--- config.mk ---
export PLATFORM = sky130hd
export DESIGN_NAME = multi_channel_duration_timer
export DESIGN_NICKNAME = d
export VERILOG_FILES = /design/src/rtl/multi_channel_duration_timer.sv
export SDC_FILE = /design/constraint.sdc
export NUM_CORES = 2
export LEC_CHECK = 0
export CAP_MARGIN = 40
export CORE_UTILIZATION = 45
export DETAILED_ROUTE_END_ITERATION = 8
export PLACE_DENSITY_LB_ADDON = 0.2
export SKIP_LAST_GASP = 1
export SLEW_MARGIN = 20
export SYNTH_ARGS = -nofsm -noshare
export SYNTH_HDL_FRONTEND = slang
export SYNTH_SLANG_ARGS = --single-unit
--- constraint.sdc ---
create_clock -name clock -period 6.7 [get_ports clock]
set_input_delay 1.005 -clock clock [delete_from_list [all_inputs] [get_ports clock]]
set_output_delay 1.005 -clock clock [all_outputs]
set_load 0.02 [all_outputs]
--- src/rtl/multi_channel_duration_timer.sv ---
// Per-channel high-pulse width timer with last/count/accumulated/max statistics and a snapshot readout bank.
// Edge detection lags trigger by SYNC_STAGES+1 clocks; reads return one clock after read_strobe; no backpressure.
module multi_channel_duration_timer #(
  parameter int NUMBER_OF_CHANNELS   = 4,
  parameter int COUNTER_WIDTH        = 32,
  parameter int SYNC_STAGES          = 3,
  parameter int CHANNEL_SELECT_WIDTH = 2
) (
  input  logic                            clock,
  input  logic                            reset_active_low,
  input  logic                            enable,
  input  logic [NUMBER_OF_CHANNELS-1:0]   trigger,
  input  logic                            snapshot,
  input  logic                            clear_on_snapshot,
  input  logic                            read_strobe,
  input  logic [CHANNEL_SELECT_WIDTH-1:0] read_channel,
  input  logic [1:0]                      read_field,
  output logic [COUNTER_WIDTH-1:0]        read_data,
  output logic                            read_valid,
  output logic                            snapshot_done,
  output logic [NUMBER_OF_CHANNELS-1:0]   level,
  output logic [NUMBER_OF_CHANNELS-1:0]   overflow
);

  localparam int N = NUMBER_OF_CHANNELS;
  localparam int W = COUNTER_WIDTH;
  localparam logic [W-1:0] MAX_VALUE = {W{1'b1}};
  localparam logic [W-1:0] ONE       = {{(W-1){1'b0}}, 1'b1};

  typedef enum logic [1:0] {IDLE = 2'd0, HIGH = 2'd1, BLOCKED = 2'd2} state_t;

  logic [N-1:0] sync_chain [SYNC_STAGES];
  logic [N-1:0] prev_level;
  logic [N-1:0] rise, fall, commit, count_full, acc_carry, dur_sat, overflow_set;
  state_t       state       [N];
  logic [W-1:0] duration    [N];
  logic [W-1:0] last_dur    [N];
  logic [W-1:0] pulse_count [N];
  logic [W-1:0] acc_dur     [N];
  logic [W-1:0] max_dur     [N];
  logic [W-1:0] bank        [N][4];
  logic [W:0]   acc_sum     [N];
  logic [W-1:0] read_word;
  logic         clearing;

  assign level    = sync_chain[SYNC_STAGES-1];
  assign clearing = snapshot & clear_on_snapshot;

  always_comb begin
    rise         = level & ~prev_level;
    fall         = ~level & prev_level;
    commit       = '0;
    count_full   = '0;
    acc_carry    = '0;
    dur_sat      = '0;
    overflow_set = '0;
    read_word    = '0;
    for (int ch = 0; ch < N; ch++) begin
      acc_sum[ch]      = {1'b0, acc_dur[ch]} + {1'b0, duration[ch]};
      commit[ch]       = (state[ch] == HIGH) && fall[ch];
      count_full[ch]   = (pulse_count[ch] == MAX_VALUE);
      acc_carry[ch]    = acc_sum[ch][W];
      dur_sat[ch]      = (state[ch] == HIGH) && level[ch] && enable && (duration[ch] == MAX_VALUE);
      // A seeded commit during a clearing snapshot starts from zero and cannot saturate.
      overflow_set[ch] = dur_sat[ch] | (commit[ch] & ~clearing & (count_full[ch] | acc_carry[ch]));
      if (int'(read_channel) == ch) read_word = bank[ch][read_field];
    end
  end

  always_ff @(posedge clock or negedge reset_active_low) begin
    if (!reset_active_low) begin
      for (int s = 0; s < SYNC_STAGES; s++) sync_chain[s] <= '0;
      prev_level    <= '0;
      overflow      <= '0;
      read_data     <= '0;
      read_valid    <= 1'b0;
      snapshot_done <= 1'b0;
      for (int ch = 0; ch < N; ch++) begin
        state[ch]       <= IDLE;
        duration[ch]    <= '0;
        last_dur[ch]    <= '0;
        pulse_count[ch] <= '0;
        acc_dur[ch]     <= '0;
        max_dur[ch]     <= '0;
        for (int f = 0; f < 4; f++) bank[ch][f] <= '0;
      end
    end else begin
      sync_chain[0] <= trigger;
      for (int s = 1; s < SYNC_STAGES; s++) sync_chain[s] <= sync_chain[s-1];
      prev_level    <= level;
      snapshot_done <= snapshot;
      read_valid    <= read_strobe;
      if (read_strobe) read_data <= read_word;

      for (int ch = 0; ch < N; ch++) begin
        if (snapshot) begin
          bank[ch][0] <= last_dur[ch];
          bank[ch][1] <= pulse_count[ch];
          bank[ch][2] <= acc_dur[ch];
          bank[ch][3] <= max_dur[ch];
        end
        overflow[ch] <= (overflow[ch] & ~clearing) | overflow_set[ch];

        case (state[ch])
          IDLE: begin
            if (rise[ch]) begin
              if (enable) begin
                state[ch]    <= HIGH;
                duration[ch] <= ONE;
              end else begin
                state[ch] <= BLOCKED;
              end
            end
          end
          HIGH: begin
            if (fall[ch]) begin
              state[ch]    <= IDLE;
              duration[ch] <= '0;
            end else if (enable && !dur_sat[ch]) begin
              duration[ch] <= duration[ch] + ONE;
            end
          end
          BLOCKED: begin
            if (fall[ch]) state[ch] <= IDLE;
          end
          default: state[ch] <= IDLE;
        endcase

        if (clearing) begin
          last_dur[ch]    <= commit[ch] ? duration[ch] : '0;
          pulse_count[ch] <= commit[ch] ? ONE : '0;
          acc_dur[ch]     <= commit[ch] ? duration[ch] : '0;
          max_dur[ch]     <= commit[ch] ? duration[ch] : '0;
        end else if (commit[ch]) begin
          last_dur[ch]    <= duration[ch];
          pulse_count[ch] <= count_full[ch] ? MAX_VALUE : pulse_count[ch] + ONE;
          acc_dur[ch]     <= acc_carry[ch] ? MAX_VALUE : acc_sum[ch][W-1:0];
          max_dur[ch]     <= (duration[ch] > max_dur[ch]) ? duration[ch] : max_dur[ch];
        end
      end
    end
  end

endmodule

==> results.json <==
{
  "status": "finished, final reports clean",
  "hpwl_um": 124000,
  "slowest_delay_ns": 0.46,
  "synth-seq-cells": 1214,
  "die_w_um": 376,
  "synth.distinct_cells": 81,
  "instances_no_fill": 7694,
  "drive_above_1_share_pct": 18.2,
  "die_area_um2": 141000,
  "synthTopCellsByArea": "dfrtp_1, mux2_2, mux4_2",
  "async_flop_share_pct": 100,
  "gp_congestion": 0.877,
  "rsz0062_at_grt": "no",
  "r2r-start": "duration[64]",
  "leakage_nw": 33.4,
  "syn_inst": 5796,
  "worstPathCellList": "ha_1 -> fa_1 -> a211oi_1 -> o211ai_1 -> nand2_1 -> o21ai_0 -> a31o_2 -> a41oi_1 -> o21ai_2 -> buf_4 -> or2_2 -> o221ai_1 -> nand2_1",
  "wl_per_cell_um": 23.3,
  "ir_worst_vdd_mv": 0.200,
  "min_period_ns": 4.15,
  "drv_cap": 0,
  "totalWireLength_um": 179000,
  "area_growth_pct": 11.1,
  "finalNetCount": 6016,
  "clock_path_buffers": 3,
  "netlist_area_um2": 63000,
  "clk_pin_slew_ns": 0.06,
  "io_buffers": 55,
  "viasPerCell": 5.97,
  "antenna_found_initial": 13,
  "startpoint": "duration[64]",
  "setup_slack_ns": 2.55,
  "dpl_worst_slack_ns": 2.58,
  "yosysTopAreaCell": "dfrtp_1",
  "cts.sinks": 1214,
  "placedCellCount": 7450,
  "yosysTopAreaCellShare_pct": 48.2,
  "grt_max_degree": 163,
  "ys_seq_area_share_pct": 48.2,
  "start_util_pct": 45.6,
  "first_pass_iters": 5,
  "syn_nets": 6086,
  "setup-violations-final": 0,
  "worst-path-max-fanout": 23,
  "dieHeight_um": 376,
  "hp-class": "in -> async",
  "path_common_cell": "nand2_1",
  "root_buffer": "clkbuf_16",
  "vias": 46000,
  "cts_buffers": 135,
  "synth_edf_count": 0,
  "yosysWarnings": 0,
  "cts_setup_buffers": 0,
  "grt_use_total_pct": 25.6,
  "synth_top_flop_cell": "dfrtp_1",
  "crit_type": "reg -> reg",
  "max_freq_mhz": 241,
  "htree_levels": 4,
  "finalHoldViolCount": 0,
  "start_kind": "flop",
  "avgSynthCellArea_um2": 10.9,
  "drc_errors": 0,
  "rows": 136,
  "power-per-cell-area_nw_per_um2": 273,
  "worstMarginPinSlew_ns": 1.09,
  "grt_pass1_vias": 45600,
  "drtIter0Drc": 4009,
  "cp_slowest_cell": "dfrtp_1",
  "arrival_ns": 4.78,
  "endpoint_kind": "flop",
  "grt-ovfl-total": 0,
  "slew_headroom_pct": 27.2,
  "setup_tns_ns": 0,
  "fin_crit_sh_pct": 62.0,
  "final-max-slew-violation-count": 0,
  "core_um2": 138000,
  "cts_hold_buf": 0,
  "top_level_ports": 56,
  "grt_pass1_wl_um": 280000,
  "cts_tree": "built",
  "cts_resized": 0,
  "ant_nets": 0,
  "clk_latency_ns": 0.76,
  "worstPathRequired_ns": 7.33,
  "clock_skew_ns": 0.0278
}
## where the power goes
part	internal [mW]	switching [mW]
clock network	4.39	3.09
registers	7.91	0.622
logic	1.28	1.81
total	13.6	5.52
## synth_stat cells (22+ instances only)
cell,number
a211oi_1,56
nor3_1,84
o21ai_0,342
mux4_2,160
xor2_1,110
nand2b_1,32
dfrtp_1,1214
and2_1,22
inv_1,171
buf_1,42
nor2_1,322
nand3_1,300
and3_1,99
a21oi_1,248
nor2b_1,25
mux2_2,544
nand4_1,89
a21o_1,125
a311oi_1,30
o221ai_1,29
ha_1,272
a31oi_1,48
xnor2_1,114
nand2_1,627
o22ai_1,42
clkbuf_1,287
a22o_1,107
## cells by family (layout without fill, tap and decap cells)
family,after synthesis,count (layout),share of synthesized area [%]
fa+ha+maj,276,276,5.53
simple gates,1691,1691,12.5
compound gates,1169,1169,12.0
flops,1214,1214,48.2
xor+xnor,224,224,3.12
mux,708,708,15.5
other cells,0,2,0
buf+inv,514,547,3.13
## through the flow
stage / utilization, % / power, mW / hold WS [ns] / area (um2)
6_report: 50.7 / 19.1 / 0.143 / 70000
3_3_place_gp: 47.3 / 11.7 / 0.333 / 65400
2_1_floorplan: - / 10.5 / 0.331 / 63000
5_1_grt: 50.6 / 19.9 / 0.186 / 70000
3_5_place_dp: 47.4 / 11.7 / 0.337 / 65500
4_1_cts: 50.6 / 19.2 / 0.202 / 69900
## worst paths after layout
check                                 to  slack, ns  cells after the start
max                          acc_dur[91]       2.55                     13
min                             level[0]       0.14                      1
max reg2reg                  acc_dur[91]       2.55                     13
min reg2reg                sync_chain[6]       0.33                      0
max in group asynchronous      bank[239]       5.02                      2
min in group clock         sync_chain[6]       0.33                      0
## critical path, delay by kind of cell, from the launching register on
kind	cells	cell delay, ns
adder cells (fa/ha/maj)	2	0.71
AND/OR/NAND/NOR	3	0.68
flip-flops	1	0.46
AO/OA/AOI/OAI	7	1.91
buffers and inverters	1	0.24
## cells in the final DEF, fill, tap and decap left out, types with 17 or more instances in the layout
cell and n:
dfrtp_1 1214, nand2_1 625, mux2_2 544, o21ai_0 342
nor2_1 314, nand3_1 300, ha_1 272, a21oi_1 247
inv_1 171, mux4_2 160, clkbuf_16 140, a21o_1 125
xnor2_1 114, xor2_1 110, a22o_1 107, and3_1 99
nand4_1 89, nor3_1 82, buf_4 64, a211oi_1 56
a31oi_1 48, clkdlybuf4s50_1 47, o22ai_1 42, clkbuf_8 33
nand2b_1 32, a311oi_1 30, o221ai_1 29, clkbuf_1 27
nor2b_1 25, clkinv_2 22, o21a_1 21, and2_1 20
or3_1 17, o211ai_1 17
## flip-flops by register name, summed over array words and instances (netlist names), 4 cells and up
register and flops:
bank 512, acc_dur 128, duration 128, last_dur 128, max_dur 128, pulse_count 128, read_data 32, state 8
sync_chain 8, level 4, overflow 4, prev_level 4
## per-layer routing
layer | GRT usage (%) | wire length [um]
met2 | 38.8 | 79800
met1 | 37.9 | 84800
met4 | 7.87 | 5130
met5 | 0 | 23
met3 | 3.86 | 9410
## cell type report
cell class,instances,area [um2]
repair buffers,136,1390
clock inverters,40,408
inverters,171,642
clock buffers,200,4060
fillers,12300,68200
flip-flops and latches,1214,30400
diodes,2,5.00
well taps,1863,2330
multi-input cells,4068,30800
Power figures use the tool's default switching activity.
